<file path="src/rtl/rgbled_ctrl.sv">
// rtl/rgbled_ctrl.sv - WS281x frame sequencer: colour table, frame streaming, latch gap, auto-refresh
//
// Holds a staging colour table written by the system. On each frame request the
// staging table is snapshotted into an active table, which is then streamed LED
// by LED to ws281x_drv over a valid/ack/last handshake. After the driver reports
// idle, a latch gap of GapCycles is enforced before the next frame may start.
// An optional free-running refresh counter re-requests the frame periodically.
//
// Ports:
//   clk_i         clock (same domain as ws281x_drv)
//   rst_ni        asynchronous reset, active low
//   led_we_i      colour write strobe into the staging table
//   led_idx_i     LED index for the write (indices >= NumLeds are ignored)
//   led_rgb_i     colour {R,G,B}
//   update_i      frame request pulse
//   busy_o        sequencer not idle, or a frame request is pending
//   go_o          frame in progress, to driver go_i
//   data_o        current LED colour in {G,R,B} wire order, zero outside SEND
//   data_valid_o  data_o holds a colour for the driver
//   data_last_o   data_o is the final LED of the frame
//   data_ack_i    driver has taken data_o
//   idle_i        driver has finished shifting out the frame

module rgbled_ctrl #(
  parameter int NumLeds       = 2,
  parameter int GapCycles     = 2400,
  parameter int RefreshCycles = 0,
  localparam int IdxW         = (NumLeds > 1) ? $clog2(NumLeds) : 1
) (
  input  logic            clk_i,
  input  logic            rst_ni,
  input  logic            led_we_i,
  input  logic [IdxW-1:0] led_idx_i,
  input  logic [23:0]     led_rgb_i,
  input  logic            update_i,
  output logic            busy_o,
  output logic            go_o,
  output logic [23:0]     data_o,
  output logic            data_valid_o,
  output logic            data_last_o,
  input  logic            data_ack_i,
  input  logic            idle_i
);

  localparam int GapW = (GapCycles > 1) ? $clog2(GapCycles) : 1;
  localparam int RefW = (RefreshCycles > 1) ? $clog2(RefreshCycles) : 1;

  localparam logic [IdxW-1:0] LastIdx = IdxW'(NumLeds - 1);
  localparam logic [GapW-1:0] GapLoad = GapW'(GapCycles - 1);
  localparam logic [RefW-1:0] RefLast = RefW'((RefreshCycles > 0) ? RefreshCycles - 1 : 0);

  typedef enum logic [1:0] {
    S_IDLE      = 2'd0,
    S_SEND      = 2'd1,
    S_WAIT_IDLE = 2'd2,
    S_GAP       = 2'd3
  } state_e;

  // WS281x parts expect green first on the wire.
  function automatic logic [23:0] to_grb(input logic [23:0] rgb);
    return {rgb[15:8], rgb[23:16], rgb[7:0]};
  endfunction

  state_e          state_q;
  logic [IdxW-1:0] idx_q;
  logic [IdxW-1:0] idx_nxt;
  logic [GapW-1:0] gap_q;
  logic [RefW-1:0] ref_q;
  logic            refresh_tc;
  logic            pending_q;
  logic            pending_d;
  logic            go_q;
  logic            valid_q;
  logic            last_q;
  logic [23:0]     data_q;
  logic [23:0]     staging_q [NumLeds];
  logic [23:0]     active_q  [NumLeds];

  assign idx_nxt      = idx_q + 1'b1;
  assign refresh_tc   = (RefreshCycles > 0) && (ref_q == RefLast);

  assign go_o         = go_q;
  assign data_valid_o = valid_q;
  assign data_last_o  = last_q;
  assign data_o       = data_q;
  assign busy_o       = (state_q != S_IDLE) | pending_q;

  // Staging table: system-side writes, out-of-range indices dropped.
  always_ff @(posedge clk_i or negedge rst_ni) begin
    if (!rst_ni) begin
      for (int i = 0; i < NumLeds; i++) begin
        staging_q[i] <= '0;
      end
    end else if (led_we_i && (int'(led_idx_i) < NumLeds)) begin
      staging_q[led_idx_i] <= led_rgb_i;
    end
  end

  // Free-running refresh timer; its terminal count requests a frame.
  always_ff @(posedge clk_i or negedge rst_ni) begin
    if (!rst_ni) begin
      ref_q <= '0;
    end else if (RefreshCycles > 0) begin
      if (ref_q == RefLast) begin
        ref_q <= '0;
      end else begin
        ref_q <= ref_q + 1'b1;
      end
    end else begin
      ref_q <= '0;
    end
  end

  // Requests from any source collapse into one pending flag, so coincident
  // update/refresh (or repeated updates during a frame) yield one frame.
  // Starting a frame consumes the request.
  always_comb begin
    pending_d = pending_q | update_i | refresh_tc;
    if ((state_q == S_IDLE) && pending_q) begin
      pending_d = 1'b0;
    end
  end

  always_ff @(posedge clk_i or negedge rst_ni) begin
    if (!rst_ni) begin
      pending_q <= 1'b0;
    end else begin
      pending_q <= pending_d;
    end
  end

  // Frame sequencer with registered driver-side outputs.
  always_ff @(posedge clk_i or negedge rst_ni) begin
    if (!rst_ni) begin
      state_q <= S_IDLE;
      idx_q   <= '0;
      gap_q   <= '0;
      go_q    <= 1'b0;
      valid_q <= 1'b0;
      last_q  <= 1'b0;
      data_q  <= '0;
      for (int i = 0; i < NumLeds; i++) begin
        active_q[i] <= '0;
      end
    end else begin
      case (state_q)
        S_IDLE: begin
          if (pending_q) begin
            // Snapshot so later writes cannot disturb the frame in flight.
            for (int i = 0; i < NumLeds; i++) begin
              active_q[i] <= staging_q[i];
            end
            idx_q   <= '0;
            go_q    <= 1'b1;
            valid_q <= 1'b1;
            data_q  <= to_grb(staging_q[0]);
            last_q  <= (LastIdx == '0);
            state_q <= S_SEND;
          end
        end

        S_SEND: begin
          if (data_ack_i) begin
            if (last_q) begin
              go_q    <= 1'b0;
              valid_q <= 1'b0;
              last_q  <= 1'b0;
              data_q  <= '0;
              state_q <= S_WAIT_IDLE;
            end else begin
              idx_q  <= idx_nxt;
              data_q <= to_grb(active_q[idx_nxt]);
              last_q <= (idx_nxt == LastIdx);
            end
          end
        end

        S_WAIT_IDLE: begin
          // The driver still shifts the final word; the latch gap is
          // timed from when the line actually goes quiet.
          if (idle_i) begin
            gap_q   <= GapLoad;
            state_q <= S_GAP;
          end
        end

        S_GAP: begin
          if (gap_q == '0) begin
            state_q <= S_IDLE;
          end else begin
            gap_q <= gap_q - 1'b1;
          end
        end

        default: begin
          state_q <= S_IDLE;
        end
      endcase
    end
  end

endmodule

</file>
<file path="config.mk">
export PLATFORM = sky130hd
export DESIGN_NAME = rgbled_ctrl
export DESIGN_NICKNAME = d
export VERILOG_FILES = /design/src/rtl/rgbled_ctrl.sv
export SDC_FILE = /design/constraint.sdc
export NUM_CORES = 1
export LEC_CHECK = 0
export ABC_AREA = 1
export CAP_MARGIN = 20
export CORE_UTILIZATION = 55
export CTS_CLUSTER_SIZE = 20
export DETAILED_ROUTE_END_ITERATION = 8
export PLACE_DENSITY = 0.77
export SLEW_MARGIN = 5
export SYNTH_ARGS = -nofsm -noshare
export SYNTH_HDL_FRONTEND = slang
export SYNTH_SLANG_ARGS = --single-unit
</file>
<file path="constraint.sdc">
create_clock -name clk_i -period 3.1 [get_ports clk_i]
set_clock_uncertainty 0.05 [all_clocks]
set_input_delay 0.62 -clock clk_i [delete_from_list [all_inputs] [get_ports clk_i]]
set_output_delay 0.62 -clock clk_i [all_outputs]
set_load 0.05 [all_outputs]
</file>
==> results of run 1 <==
layer usage:
layer | vias to the layer above | part of all wire
met4 | 0 | 0.019
met2 | 203 | 0.47
li1 | 2380 | -
met5 | - | 0
met1 | 2389 | 0.45
met3 | 23 | 0.065
worst max-delay path by stage:
stage,startpoint,endpoint,cells after the start
finish,state_q[0],busy_o,4
global placement,state_q[0],busy_o,4
floorplan,state_q[0],data_o[10],9
global route,state_q[0],busy_o,4
detailed placement,state_q[0],busy_o,4
CTS,state_q[0],busy_o,4
metrics by stage:
step	area (um2)	cells	setup WS [ns]
after floorplan	6090	725	1.43
after global placement	6740	896	0.809
after detailed placement	6740	896	0.733
after CTS	7260	924	0.171
after global routing	7260	924	0.106
final	7260	924	0.196
area by class of cell:
cell class / instances / share of cell area
clock buffer: 25 / 0.0667
clock inverter: 3 / 0.00551
inverter: 72 / 0.0379
multi-input combinational: 479 / 0.298
sequential: 138 / 0.475
tap: 140 / 0.0241
timing repair buffer: 67 / 0.0923
sequential cells by signal (all words and copies together) (netlist names):
register,cells
staging_q,48
data_valid_o,1
active_q,48
state_q,2
idx_q,1
data_o,24
data_last_o,1
pending_q,1
gap_q,12
cells by family (layout without fill, tap and decap cells):
| group | after synthesis | after routing | share of synthesized area |
|---|---|---|---|
| buf+inv | 108 | 167 | 0.0782 |
| xor+xnor | 4 | 4 | 0.00575 |
| compound gates | 139 | 139 | 0.123 |
| flops | 138 | 138 | 0.567 |
| fa+ha+maj | 6 | 6 | 0.0123 |
| simple gates | 330 | 330 | 0.214 |
Yosys cell counts:
master | instances | area share
clkbuf_1 | 16 | 0.0099
nor2_8 | 1 | 0.0033
o21bai_1 | 1 | 0.0012
ha_1 | 6 | 0.012
o22ai_1 | 23 | 0.024
inv_1 | 67 | 0.041
nand3_2 | 1 | 0.0016
nor2_2 | 5 | 0.0051
nand2_2 | 1 | 0.0010
xor2_1 | 4 | 0.0058
o21ai_0 | 102 | 0.084
o211ai_1 | 2 | 0.0025
dfrtp_1 | 138 | 0.57
nor2_4 | 1 | 0.0018
nand3b_1 | 1 | 0.0012
nand3_1 | 12 | 0.0099
o21a_1 | 1 | 0.0012
inv_2 | 3 | 0.0018
buf_1 | 1 | 0.00062
o21ai_1 | 8 | 0.0066
nor3_1 | 1 | 0.00082
inv_4 | 2 | 0.0021
buf_4 | 2 | 0.0025
nand2_1 | 264 | 0.16
nor2_1 | 43 | 0.026
o21ai_4 | 1 | 0.0027
a211oi_1 | 1 | 0.0012
buf_6 | 6 | 0.011
buf_2 | 11 | 0.0090
where the power goes:
group          internal, mW  switching (mW)  total (mW)
Sequential             2.38           0.351        2.74
Combinational         0.927            2.12        3.05
Clock                  1.13           0.686        1.81
Total                  4.44            3.16        7.59
==> impl_results.md, run 1 <==
* Status: finished clean
* Via/cell ratio at 5.41
* Seq/Total Area, Yosys at 0.567
* Clk buf depth at 2
* Post-CTS Resized at 0
* Maximum vdd ir drop at 0.629 mV
* Die ar. at 0.0115 mm2
* Average cell area after synthesis at 8.40 um2
* Crit. End Element: primary output
* Buffers on Ports at 58
* DRC Markers at 0
* Yosys warns at 0
* Initial antenna violation count at 0
* Reg-to-reg startpoint: state_q[1]
* Mapped Area at 0.00609 mm2
* Core area at 0.0108 mm2
* CTS sink cnt at 138
* Final setup viols at 0
* DRT Pass-1 Iters at 5
* R2R Path End: data_valid_o
* Critical Path RT at 2.43 ns
* R2R depth at 8
* # rows at 38
* Total power at 7.59 mW
* CTS root buffer: clkbuf_8
* Unique masters post-synth at 29
* Largest net degree at the start of global routing at 73
* Die H at 107 um
* Final hold vios at 0
* Clock transition at path regs at 0.06 ns
* Met1 GRT Util at 0.365
* Initial DRC count at 398
* Synthesized netlist cell count at 725
* Most frequent cells in the layout: nand2_1, dfrtp_1, o21ai_0, inv_1, clkdlybuf4s50_1
* Placer congestion estimate at 0.833
* Storage cell area at 0.00345 mm2
* Number of max-cap violations at 0
* Final HPWL DP at 8590 um
* Hold Slack at 0.0258 ns
* Number of global-route vias before repair at 4878
* CP delay by family, top: buffers and inverters
* Post-CTS setup buffers at 0
* Htree depth at 4
* Grt met2 use at 0.402
* RSZ-0062 raised after global routing: no
* Critical path class: flop to primary output
* CTS tree: built
* Commonest non-fill, non-tap cell in the layout: nand2_1
* Max stage delay on crit path at 0.80 ns
* Pwr Density at 1050 mW/mm2
* Final wirelength at 13600 um
* Worst hold-check path type: primary input to asynchronous set/reset pin
* Final TNS setup at 0 ns
* GR peak layer: met2
* TritonCTS Buffers at 17
* Initial core utilization at 0.564
* Detailed-route wire length per cell at 14.7 um
* Syn-to-layout area delta at 19.2%
* Syn_nets at 762
* Die width at 107 um
* Post-layout util at 0.673
* Synth Register Bits at 138
* Critical path launch point type: flop
* Post-route antenna net violation count at 0
* GRT Util Overall at 0.263
* Clock Latency Late Sink at 0.53 ns
* Crit path DAT at 2.23 ns
* Met3 Track Usage GR at 0.0529
* Relative slew slack at 0.554
* R2R setup slack at 0.91 ns
* Fillers at 818
* Buf/Inv on CP at 2
* Io pins at 59
* Crit-path slowest cell: clkdlybuf4s50_1
* CP cell instances: inv_1, ha_1, nand2_2, clkdlybuf4s50_1
* First-pass GRT wire length at 23200 um
* Tcrit/Tclk final at 0.937
* # nets final at 812
* Static leakage at 3.64 nW
* Area of the multi-input gates at 0.00216 mm2
* Hold Buf Count CTS at 0
* Least-Margin Pin Slew at 0.670 ns
* Share of cells above drive strength 1 at 0.0638
* Maximum operating frequency at 0.344 GHz
* CP Max Fanout at 4
* Total gr overflow at 0
* Min Tclk post-route at 2.90 ns
* Vias at 4995
* Antenna Cells at 0
* Max-slew violations at 0
Note: power is estimated with default switching activity, not from simulation.
==> inputs of run 2 (changes only) <==
- SKIP_LAST_GASP: not set -> 1
==> results of run 2 <==
No change in the layout: final DEF, timing and power equal those of run 1.
